### config.mk
export PLATFORM = sky130hd
export DESIGN_NAME = uart_rx_core
export DESIGN_NICKNAME = d
export VERILOG_FILES = /design/src/rtl/uart_rx_pkg.sv /design/src/rtl/bit_timer.sv /design/src/rtl/uart_rx_core.sv
export SDC_FILE = /design/constraint.sdc
export NUM_CORES = 1
export LEC_CHECK = 0
export ABC_CLOCK_PERIOD_IN_PS = 2560
export CORE_MARGIN = 4
export CORE_UTILIZATION = 55
export DETAILED_ROUTE_END_ITERATION = 8
export PLACE_DENSITY_LB_ADDON = 0.25
export SKIP_LAST_GASP = 1
export SYNTH_ARGS = -nofsm -noshare
export SYNTH_HDL_FRONTEND = slang
export SYNTH_HIERARCHICAL = 1
export SYNTH_SLANG_ARGS = --single-unit
export TNS_END_PERCENT = 50
### constraint.sdc
create_clock -name clk -period 2.56 [get_ports clk]
set_input_delay 0.768 -clock clk [delete_from_list [all_inputs] [get_ports clk]]
set_output_delay 0.768 -clock clk [all_outputs]
set_load 0.005 [all_outputs]
### src/rtl/uart_rx_pkg.sv
// uart_rx_pkg
// Shared definitions for the UART receive path: receiver FSM state
// encoding, default frame parameters and a width helper for the small
// counters (bit timer, bit index).
// No ports: this is a package imported by bit_timer and uart_rx_core.
package uart_rx_pkg;

  localparam int DEFAULT_CLKS_PER_BIT = 10;
  localparam int DEFAULT_DATA_BITS    = 8;

  typedef enum logic [2:0] {
    IDLE,
    START,
    DATA,
    STOP,
    LOAD
  } rx_state_t;

  // Ceiling log2, evaluated at elaboration time for counter widths.
  function automatic int clog2(input int value);
    int result;
    int remaining;
    result    = 0;
    remaining = value - 1;
    while (remaining > 0) begin
      result++;
      remaining = remaining >> 1;
    end
    return result;
  endfunction

  // Bits needed for a counter holding 0..count-1, never less than one.
  function automatic int counter_width(input int count);
    return (clog2(count) < 1) ? 1 : clog2(count);
  endfunction

endpackage

### src/rtl/bit_timer.sv
// bit_timer
// Bit-period counter for the UART receiver. After a clear it emits a
// one-cycle strobe HALF = CLKS_PER_BIT/2 cycles later (middle of the start
// bit), then one strobe every CLKS_PER_BIT cycles (middle of each later bit).
// Ports:
//   clk    - rising-edge system clock
//   n_rst  - asynchronous active-low reset
//   clear  - restart the half-bit phase on the next edge
//   enable - count while high, hold while low
//   strobe - one-cycle pulse at each bit-sampling point
module bit_timer
  import uart_rx_pkg::*;
#(
  parameter int CLKS_PER_BIT = DEFAULT_CLKS_PER_BIT
) (
  input  logic clk,
  input  logic n_rst,
  input  logic clear,
  input  logic enable,
  output logic strobe
);

  localparam int CNT_W = counter_width(CLKS_PER_BIT);
  localparam int HALF  = CLKS_PER_BIT / 2;

  logic [CNT_W-1:0] count_q, count_d;
  logic             first_q, first_d;

  // first_q selects the shorter half-bit interval that lands on the middle
  // of the start bit; every interval after that is a full bit period.
  always_comb begin
    strobe  = enable && !clear &&
              (count_q == (first_q ? CNT_W'(HALF - 1) : CNT_W'(CLKS_PER_BIT - 1)));
    count_d = count_q;
    first_d = first_q;
    if (clear) begin
      count_d = '0;
      first_d = 1'b1;
    end else if (enable) begin
      if (strobe) begin
        count_d = '0;
        first_d = 1'b0;
      end else begin
        count_d = count_q + CNT_W'(1);
      end
    end
  end

  // Counter state registers.
  always_ff @(posedge clk or negedge n_rst) begin
    if (!n_rst) begin
      count_q <= '0;
      first_q <= 1'b1;
    end else begin
      count_q <= count_d;
      first_q <= first_d;
    end
  end

endmodule

### src/rtl/uart_rx_core.sv
// uart_rx_core
// Serial receive core: synchronises serial_in, detects the start edge,
// samples every bit at mid-period using bit_timer strobes, checks the stop
// bit and holds the last good byte in a one-entry buffer with status.
// Ports:
//   clk           - rising-edge system clock
//   n_rst         - asynchronous active-low reset
//   serial_in     - asynchronous serial line, idle high
//   data_read     - one-cycle acknowledge of rx_data from the consumer
//   rx_data       - last good byte, LSB is the first bit on the line
//   data_ready    - rx_data holds an unread byte
//   overrun_error - a byte was loaded over an unread one
//   framing_error - last frame's stop bit sampled low (sticky to next start)
module uart_rx_core
  import uart_rx_pkg::*;
#(
  parameter int CLKS_PER_BIT = DEFAULT_CLKS_PER_BIT,
  parameter int DATA_BITS    = DEFAULT_DATA_BITS
) (
  input  logic                 clk,
  input  logic                 n_rst,
  input  logic                 serial_in,
  input  logic                 data_read,
  output logic [DATA_BITS-1:0] rx_data,
  output logic                 data_ready,
  output logic                 overrun_error,
  output logic                 framing_error
);

  localparam int IDX_W = counter_width(DATA_BITS);

  logic [1:0]           sync_q, sync_d;
  logic                 s_prev_q, s_prev_d;
  logic                 s;
  logic                 start_edge;
  rx_state_t            state_q, state_d;
  logic [IDX_W-1:0]     bit_idx_q, bit_idx_d;
  logic [DATA_BITS-1:0] shift_q, shift_d;
  logic [DATA_BITS-1:0] rx_data_q, rx_data_d;
  logic                 data_ready_q, data_ready_d;
  logic                 overrun_q, overrun_d;
  logic                 framing_q, framing_d;
  logic                 timer_clear;
  logic                 timer_enable;
  logic                 strobe;

  assign s          = sync_q[1];
  assign start_edge = s_prev_q & ~s;

  assign rx_data       = rx_data_q;
  assign data_ready    = data_ready_q;
  assign overrun_error = overrun_q;
  assign framing_error = framing_q;

  bit_timer #(
    .CLKS_PER_BIT(CLKS_PER_BIT)
  ) u_bit_timer (
    .clk   (clk),
    .n_rst (n_rst),
    .clear (timer_clear),
    .enable(timer_enable),
    .strobe(strobe)
  );

  // Next-state logic for the synchroniser, the receive FSM and the output
  // buffer. The consumer acknowledge is applied first so that a LOAD in
  // the same cycle wins: the new byte stays ready and no overrun is flagged.
  always_comb begin
    sync_d       = {sync_q[0], serial_in};
    s_prev_d     = s;
    state_d      = state_q;
    bit_idx_d    = bit_idx_q;
    shift_d      = shift_q;
    rx_data_d    = rx_data_q;
    data_ready_d = data_ready_q;
    overrun_d    = overrun_q;
    framing_d    = framing_q;
    timer_clear  = 1'b0;
    timer_enable = (state_q == START) || (state_q == DATA) || (state_q == STOP);

    if (data_read && data_ready_q) begin
      data_ready_d = 1'b0;
      overrun_d    = 1'b0;
    end

    case (state_q)
      IDLE: begin
        if (start_edge) begin
          timer_clear = 1'b1;
          framing_d   = 1'b0;
          state_d     = START;
        end
      end
      START: begin
        if (strobe) begin
          if (!s) begin
            bit_idx_d = '0;
            state_d   = DATA;
          end else begin
            state_d = IDLE;
          end
        end
      end
      DATA: begin
        if (strobe) begin
          // Right shift with the new bit at the MSB leaves the first
          // received bit in the LSB once all data bits are in.
          shift_d   = {s, shift_q[DATA_BITS-1:1]};
          bit_idx_d = bit_idx_q + IDX_W'(1);
          if (bit_idx_q == IDX_W'(DATA_BITS - 1)) begin
            state_d = STOP;
          end
        end
      end
      STOP: begin
        if (strobe) begin
          if (s) begin
            state_d = LOAD;
          end else begin
            framing_d = 1'b1;
            state_d   = IDLE;
          end
        end
      end
      LOAD: begin
        rx_data_d    = shift_q;
        data_ready_d = 1'b1;
        if (data_ready_q && !data_read) begin
          overrun_d = 1'b1;
        end
        state_d = IDLE;
      end
      default: begin
        state_d = IDLE;
      end
    endcase
  end

  // All state and registered outputs; reset discards any partial frame and
  // parks the line history at idle-high so no false start edge appears.
  always_ff @(posedge clk or negedge n_rst) begin
    if (!n_rst) begin
      sync_q       <= 2'b11;
      s_prev_q     <= 1'b1;
      state_q      <= IDLE;
      bit_idx_q    <= '0;
      shift_q      <= '0;
      rx_data_q    <= '0;
      data_ready_q <= 1'b0;
      overrun_q    <= 1'b0;
      framing_q    <= 1'b0;
    end else begin
      sync_q       <= sync_d;
      s_prev_q     <= s_prev_d;
      state_q      <= state_d;
      bit_idx_q    <= bit_idx_d;
      shift_q      <= shift_d;
      rx_data_q    <= rx_data_d;
      data_ready_q <= data_ready_d;
      overrun_q    <= overrun_d;
      framing_q    <= framing_d;
    end
  end

endmodule

# After elaboration in Yosys (flattened, before gate mapping)
# Index checks and enable logic that the tools add are counted.
[word_totals]
romBits = 0
mem_bits_rw = 0
in_bits = 4
register_bits = 33
n_memories = 0
out_inout_bits = 11
latchBits = 0
[classes]
multipliers = 0
add_sub_neg = 2
n_mux = 30
bitwise_logic = 2
eq_ne = 13
n_div = 0
shifts = 0
order_cmp = 0
n_reduce_logical = 19
[op_table]
columns = ["cell", "n"]
rows = [
  ["$mux 3", 9],
  ["$mux 4", 4],
  ["$mux 1", 13],
  ["$ne 2x2->1 const B", 6],
  ["$pmux 3 s4", 1],
  ["$reduce_bool 2->1", 5],
  ["$reduce_and 4->1", 2],
  ["$eq 3x2->1 const B", 2],
  ["$eq 3x3->1 const B", 2],
  ["$pmux 3 s2", 1],
  ["$reduce_and 5->1", 1],
  ["$add 4x1->4 const B", 1],
  ["$eq 4x4->1", 1],
  ["$logic_and 1x1->1", 4],
  ["$reduce_and 2->1", 2],
  ["$add 3x1->3 const B", 1],
  ["$eq 3x1->1 const B", 1],
  ["$logic_not 3->1", 1],
  ["$logic_not 1->1", 2],
  ["$logic_or 1x1->1", 2],
  ["$mux 2", 1],
  ["$ne 2x1->1 const B", 1],
  ["$pmux 1 s2", 1],
  ["$and 1x1->1", 1],
  ["$not 1->1", 1],
]

# Longest topological paths before layout
# Gate-level depths: netlist of the first run.
[depth]
depth_word = 10
ltp_mapped = 9

# Cells and area by module
# Netlist of the first run, hierarchy kept.
[by_module_without_submodules]
columns = ["module", "instances", "cells_each", "area_each_um2"]
rows = [
  ["uart_rx_core", 1, 84, 1194.9],
  ["bit_timer", 1, 29, 305.3],
]

# Least setup slack after synthesis of the first run
# OpenSTA, ideal clock, no wires.
[synth_path]
kind = "reg-to-reg"
startpoint = "register state_q[2]"
endpoint = "register shift_q[0]"
path_buffers = 2
setup_ns = 0.125
period_less_slack_ns = 2.335
t_arrival_ns = 2.210
required_time_ns = 2.435
stages_incl_launch_ff = 8
slack_ns = 0.225
cell_sequence = "dfrtp_1 -> buf_6 -> or4b_4 -> nor2_1 -> and3b_1 -> and4bb_4 -> buf_6 -> mux2_4"
[synth_via]
elab_chain_cells = 6
word_cells_on_any_way = 11
[synth_lines]
columns = ["element", "line", "text"]
rows = [
  ["from (decl)", "uart_rx_core.sv:36", "rx_state_t state_q, state_d;"],
  ["from (signal assigned)", "uart_rx_core.sv:155", "state_q <= state_d;"],
  ["$logic_not 3->1", "uart_rx_core.sv:86", "case (state_q)"],
  ["$mux 1", "uart_rx_core.sv:86", ""],
  ["via timer_clear", "uart_rx_core.sv:43", "logic timer_clear;"],
  ["$logic_not 1->1", "bit_timer.sv:32", "strobe = enable && !clear &&"],
  ["$logic_and 1x1->1 (2 in a row)", "bit_timer.sv:32", ""],
  ["via strobe", "uart_rx_core.sv:45", "logic strobe;"],
  ["$reduce_and 2->1 (no source line)", "--", ""],
  ["to (signal assigned)", "uart_rx_core.sv:157", "shift_q <= shift_d;"],
  ["to (decl)", "uart_rx_core.sv:38", "logic [DATA_BITS-1:0] shift_q, shift_d;"],
]
# The timed path passes the listed nets, and every way through them passes these cells.
# A chain may end at the register's enable or synchronous reset.

# Final worst setup path of the first run
[layout_path]
startpoint = "register state_q[1]"
endpoint = "register shift_q[7]"
[layout_via]
elab_chain_cells = 6
word_cells_on_any_way = 11
[layout_lines]
columns = ["element", "line", "text"]
rows = [
  ["$eq 3x1->1 or $eq 3x2->1 (tied branches)", "uart_rx_core.sv:79", "timer_enable = (state_q == START) || (state_q == DATA) || (state_q == STOP);"],
  ["$logic_or 1x1->1", "uart_rx_core.sv:79", ""],
  ["$logic_or 1x1->1 *", "uart_rx_core.sv:79", ""],
  ["via timer_enable", "uart_rx_core.sv:44", "logic timer_enable;"],
  ["$logic_and 1x1->1 * (2 in a row)", "bit_timer.sv:32", ""],
  ["via strobe", "uart_rx_core.sv:45", ""],
  ["$reduce_and 2->1 (no source line) *", "--", ""],
]
# The timed path passes the listed nets; every way through them passes the cells marked *.

==> results of run 1 <==
-- through the flow --
| step | utilization, % | setup slack, ns | cell area [um^2] | hold slack [ns] |
|---|---|---|---|---|
| after floorplan | - | 0.225 | 1500 | 0.345 |
| after global placement | 65.3 | 0.426 | 1660 | 0.347 |
| after detailed placement | 65.3 | 0.336 | 1660 | 0.349 |
| after CTS | 67.2 | 0.331 | 1710 | 0.362 |
| after global routing | 67.2 | 0.170 | 1710 | 0.373 |
| final | 67.2 | 0.311 | 1710 | 0.360 |
-- registers in the layout, summed over array words and instances, names as in the netlist, named ones only --
| register | count |
|---|---|
| rx_data | 8 |
| shift_q | 8 |
| u_bit_timer/count_q | 4 |
| bit_idx_q | 3 |
| state_q | 3 |
| sync_q | 2 |
| data_ready | 1 |
| framing_error | 1 |
| s_prev_q | 1 |
| u_bit_timer/first_q | 1 |
-- layer usage --
metal,global-route usage (%),part of all wire (%),wire length [um],vias up
met5,0,0,0,-
met4,8.86,2.4,60,0
met3,5.40,5.1,131,9
met1,20.4,45,1140,452
li1,-,-,-,448
met2,26.2,48,1220,20
-- cell families (layout without fill, tap and decap cells) --
family,after synthesis,count (layout)
adder cells (fa/ha/maj),3,3
AO/OA/AOI/OAI,19,19
multiplexers,18,18
flip-flops,33,33
buffers and inverters,7,28
AND/OR/NAND/NOR,32,32
XOR/XNOR,1,1
-- power by group through the flow --
| stage | clock network, mW | registers (mW) | logic [mW] |
|---|---|---|---|
| 2_1_floorplan | 0 | 0.681 | 0.304 |
| 3_3_place_gp | 0 | 0.726 | 0.320 |
| 3_5_place_dp | 0 | 0.734 | 0.342 |
| 4_1_cts | 0.274 | 0.724 | 0.346 |
| 5_1_grt | 0.296 | 0.743 | 0.385 |
| 6_report | 0.263 | 0.727 | 0.342 |
-- critical path: stages (launching register included) --
cell,delay (ns)
dfrtp_1,0.55
nor2_1,0.09
nor2_1,0.13
nor2b_1,0.25
and3b_1,0.34
and4bb_4,0.42
mux2_1,0.35
-- final cells by class --
cell class,count,share of cell area [%]
Inverter,2,0.439
Timing Repair Buffer,18,9.95
Sequential cell,33,48.6
Tap cell,30,2.19
Clock buffer,8,2.85
Multi-Input combinational cell,73,36.0
-- cells in the mapped netlist (2+ instances only) --
master | count | share of area, %
dfstp_2 | 4 | 7.0
buf_6 | 3 | 2.3
a311oi_1 | 2 | 1.2
nor2_1 | 9 | 2.3
a21o_1 | 2 | 1.0
mux2_4 | 7 | 7.0
o21ai_1 | 2 | 0.67
mux2_1 | 9 | 6.8
inv_1 | 2 | 0.50
mux2i_1 | 2 | 1.3
nand2b_1 | 2 | 0.83
dfrtp_1 | 29 | 48
nand2_1 | 6 | 1.5
a21oi_1 | 4 | 1.3
nor3b_1 | 2 | 1.0
nor2b_1 | 3 | 1.3
nand3b_1 | 2 | 1.0
ha_1 | 3 | 2.5
-- worst paths after layout --
path	startpoint	end	slack, ns	cells past startpoint
setup / recovery	state_q[1]	shift_q[7]	0.31	6
hold / removal	sync_q[0]	sync_q[1]	0.36	0
setup reg to reg	state_q[1]	shift_q[7]	0.31	6
hold reg to reg	sync_q[0]	sync_q[1]	0.36	0
max in group asynchronous	n_rst	s_prev_q	1.38	2
min in group asynchronous	n_rst	u_bit_timer/count_q[3]	0.83	2
==> impl_metrics.py, run 1 <==
metrics = {
    "cts": {
        "insertion_delay_ns": 0.32,
        "post-cts-setup-buffer-count": 0,
        "cts_max_level": 2,
        "root_buffer": "clkbuf_4",
        "cts_made_buffers": 5,
        "hold_buffers": 0,
        "cts_buffer_depth": 2,
        "clk_pin_slew_ns": 0.08,
        "cts_tree": "yes",
        "cts_resized": 0,
        "cts_sinks": 33,
    },
    "synth": {
        "ys_types": 38,
        "synth_nets": 120,
        "synthAdderAreaFrac_pct": 2.50,
        "netlist_area_um2": 1500,
        "yosys.area_share.simple_pct": 13.3,
        "syn-instance-count": 113,
        "synth.mux.area_fraction_pct": 15.1,
        "synth_top_family_by_area": "multiplexers",
        "synth_compound_area_share_pct": 9.51,
        "synth_flop_cell": "dfrtp_1",
        "ys_ff_latch": 33,
        "avgSynthCellArea_um2": 13.3,
        "yosysSeqAreaShare_pct": 55.4,
        "async_reset_ff_share_pct": 100,
        "synth_xor_area_share_pct": 0.584,
        "synth-edff-count": 0,
        "yosysWarningCount": 6,
    },
    "power_and_ir_drop": {
        "power.internal_mw": 0.896,
        "p_sw_mw": 0.436,
        "swShare_pct": 32.8,
        "p_leak_nw": 0.808,
        "p_comb_share_pct": 25.7,
        "ir_worst_vdd_mv": 0.576,
        "p_clk_share_pct": 19.7,
        "p_seq_share_pct": 54.6,
        "power.density_nw_per_um2": 779,
        "finalPower_mw": 1.33,
    },
    "worst_setup_path": {
        "critPathLaunchType": "flop",
        "cp-end-kind": "flop",
        "path_class": "reg -> reg",
        "critPathMaxFanout": 13,
        "crit_required_ns": 2.76,
        "crit_arrival_ns": 2.45,
    },
    "global_route": {
        "grt_pass1_vias": 959,
        "antenna_found_initial": 0,
        "grt-ovfl-total": 0,
        "grt_usage_pct": 16.7,
        "grt_pass1_wl_mm": 4.35,
        "grt_max_degree": 34,
    },
    "die": {
        "core_area_um2": 2540,
        "io_pins": 15,
        "initial_core_util_pct": 58.9,
        "fp.dieW_um": 60.2,
        "fp-row-count": 18,
        "die_area_um2": 3630,
        "die_h_um": 60.2,
    },
    "timing": {
        "report.final.slew_viol_count": 0,
        "fin_crit_ns": 2.25,
        "rsz0062_at_grt": "no",
        "slew_headroom_pct": 72.6,
        "setup_viol": 0,
        "finalSetupTns_ns": 0,
        "finalCritPeriodShare_pct": 87.8,
        "max_freq_mhz": 445,
        "tightestPinTransition_ns": 0.411,
        "clock_skew_ns": 0.00779,
        "hold_viol_final": 0,
    },
    "layout": {
        "insertedDiodeCount": 0,
        "fin_cells": 164,
        "mostFrequentLayoutCells": "dfrtp_1 (29), clkdlybuf4s50_1 (14), nor2_1 (9), mux2_1 (9), mux2_4 (7)",
        "layout-drive-gt1-share_pct": 19.4,
        "syn_to_final_growth_pct": 14.0,
        "layout_commonest_cell": "dfrtp_1",
        "multi_input_area_um2": 616,
        "final_nets": 140,
        "fillerInstances": 197,
        "seqCellArea_um2": 831,
    },
    "route": {
        "drc_errors": 0,
        "wl_per_cell_um": 15.6,
        "dr.pass1.iters": 4,
        "vias": 929,
        "routed_via_density": 5.66,
        "finalWirelength_mm": 2.55,
        "antenna_left": 0,
        "drt_iter0_markers": 32,
    },
    "placed_design": {
        "io_buffers": 14,
        "placedCellCount": 156,
        "gp_congestion": 0.819,
        "dp_hpwl_mm": 1.81,
    },
    "job": {
        "maxCapViolCount": 0,
    },
    "hold_path": {
        "hold_path_class": "reg -> reg",
    },
    "status": {
        "run_status": "finished, final reports clean",
    },
}
No activity file was read; power rests on OpenSTA's default activity.
==> run 2, diff against run 1 <==
CORE_ASPECT_RATIO = 1.25   (was default)
PLACE_DENSITY = 0.77   (was default)
PLACE_DENSITY_LB_ADDON = default   (was 0.25)
==> run 2 against run 1 <==
Clock power barely moved. Cell count rose by 1.8%. Sequential share of layout area shrank 0.14 points. First-iteration DRC count decreased by 56%. Cell area grew 0.29%. Routed wire length down 7.8%. Global-route usage down 0.083 points. Critical endpoint unchanged.
==> impl_metrics.py, run 2 (synthesized netlist as in run 1, its figures left out) <==
metrics = {
    "timing": {
        "rsz0062_at_grt": "no",
        "tightestPinTransition_ns": 0.393,
        "fin_crit_ns": 2.20,
        "clock_skew_ns": 0.0102,
        "finalCritPeriodShare_pct": 85.9,
        "postLayoutSetupSlackWorst_ns": 0.361,
        "timing.hold.ws_ns": 0.359,
        "setup_viol": 0,
        "finalSetupTns_ns": 0,
        "report.final.slew_viol_count": 0,
        "hold_viol_final": 0,
        "slew_headroom_pct": 73.8,
        "max_freq_mhz": 455,
    },
    "layout": {
        "seqCellArea_um2": 831,
        "multi_input_area_um2": 616,
        "layout_commonest_cell": "dfrtp_1",
        "mostFrequentLayoutCells": "dfrtp_1 (29), clkdlybuf4s50_1 (14), nor2_1 (9), mux2_1 (9), mux2_4 (7)",
        "utilization_pct": 67.9,
        "final_nets": 140,
        "syn_to_final_growth_pct": 14.3,
        "final_area_um2": 1720,
        "insertedDiodeCount": 0,
        "fillerInstances": 179,
        "layout-drive-gt1-share_pct": 20.1,
    },
    "worst_setup_path": {
        "critPathTopFamily": "simple AND/OR/NAND/NOR gates",
        "critPathLaunchType": "flop",
        "cp.depth": 6,
        "crit_arrival_ns": 2.41,
        "cp-end-kind": "flop",
        "slowest_stage": "dfrtp_1",
        "crit_buf_inv": 0,
        "critPathMaxFanout": 13,
        "crit_required_ns": 2.77,
        "r2r_cells": 6,
        "path_class": "reg -> reg",
        "crit_top_cell": "nor2_1",
        "worstPathCellList": "nor2_1, nor2_1, nor2b_1, and3b_1, and4bb_4, mux2_1",
        "cpPeakStageDelay_ns": 0.54,
    },
    "cts": {
        "root_buffer": "clkbuf_4",
        "cts_tree": "yes",
        "hold_buffers": 0,
        "cts_buffer_depth": 2,
        "post-cts-setup-buffer-count": 0,
        "cts_sinks": 33,
        "clk_pin_slew_ns": 0.08,
        "cts_max_level": 2,
        "cts_resized": 0,
        "cts_made_buffers": 5,
        "insertion_delay_ns": 0.33,
    },
    "global_route": {
        "grt_pass1_wl_mm": 4.21,
        "grt_usage_pct": 16.6,
        "antenna_found_initial": 0,
        "grtUsageMet2_pct": 26.8,
        "gr-usage-met3_pct": 7.00,
        "top_usage_layer": "met2",
        "met1_usage_pct": 19.1,
        "grt_pass1_vias": 942,
        "grt-ovfl-total": 0,
        "grt_max_degree": 34,
    },
    "route": {
        "drt_iter0_markers": 14,
        "dr.pass1.iters": 4,
        "antenna_left": 0,
        "finalWirelength_mm": 2.35,
        "drc_errors": 0,
        "wl_per_cell_um": 14.1,
        "vias": 918,
        "routed_via_density": 5.50,
    },
    "power_and_ir_drop": {
        "power.density_nw_per_um2": 767,
        "ir_worst_vdd_mv": 0.478,
        "p_leak_nw": 0.810,
    },
    "die": {
        "die_h_um": 66.4,
        "fp.dieW_um": 54.7,
        "die_area_um2": 3630,
        "io_pins": 15,
        "initial_core_util_pct": 59.4,
        "core_area_um2": 2530,
        "fp-row-count": 20,
    },
    "placed_design": {
        "placed_cell_area_um2": 1670,
        "io_buffers": 14,
        "dp_hpwl_mm": 1.71,
        "place_ws_ns": 0.366,
        "gp_congestion": 0.747,
    },
    "hold_path": {
        "hold_path_class": "reg -> reg",
        "hold_path_depth": 0,
    },
    "status": {
        "run_status": "finished, final reports clean",
    },
    "job": {
        "maxCapViolCount": 0,
    },
}
==> run 2: cell types whose count changed in the layout (fill, tap and decap cells not counted), sizes merged <==
cell and delta:
clkbuf -1, clkinv +1
==> run 2: area by class of cell <==
class	instances	area share, %
sequential	33	48.4
multi-input combinational	73	35.9
timing repair buffer	18	9.92
clock buffer	7	2.63
tap	33	2.41
inverter	2	0.438
clock inverter	1	0.292
==> run 2: stage by stage <==
step	instances	power (mW)
2_1_floorplan	113	0.985
3_3_place_gp	159	1.04
3_5_place_dp	159	1.07
4_1_cts	167	1.34
5_1_grt	167	1.42
6_report	167	1.32
==> run 2: worst paths after layout <==
check / start / end / slack, ns
max: state_q[1] / shift_q[7] / 0.36
min: sync_q[0] / sync_q[1] / 0.36
max reg2reg: state_q[1] / shift_q[7] / 0.36
min reg2reg: sync_q[0] / sync_q[1] / 0.36
max in group asynchronous: n_rst / s_prev_q / 1.41
min in group asynchronous: n_rst / shift_q[6] / 0.83
==> run 2: report_power, final <==
part | total, mW | switching, mW | internal (mW) | leakage (nW)
clock | 0.261 | 0.154 | 0.107 | 0.0293
combinational | 0.332 | 0.152 | 0.181 | 0.353
sequential | 0.722 | 0.118 | 0.604 | 0.428
==> run 2: metal layers <==
metal / part of all wire, % / wire length (um)
met5: 0 / 0
met4: 1.4 / 32
met3: 4.4 / 103
met2: 51 / 1210
met1: 43 / 1010
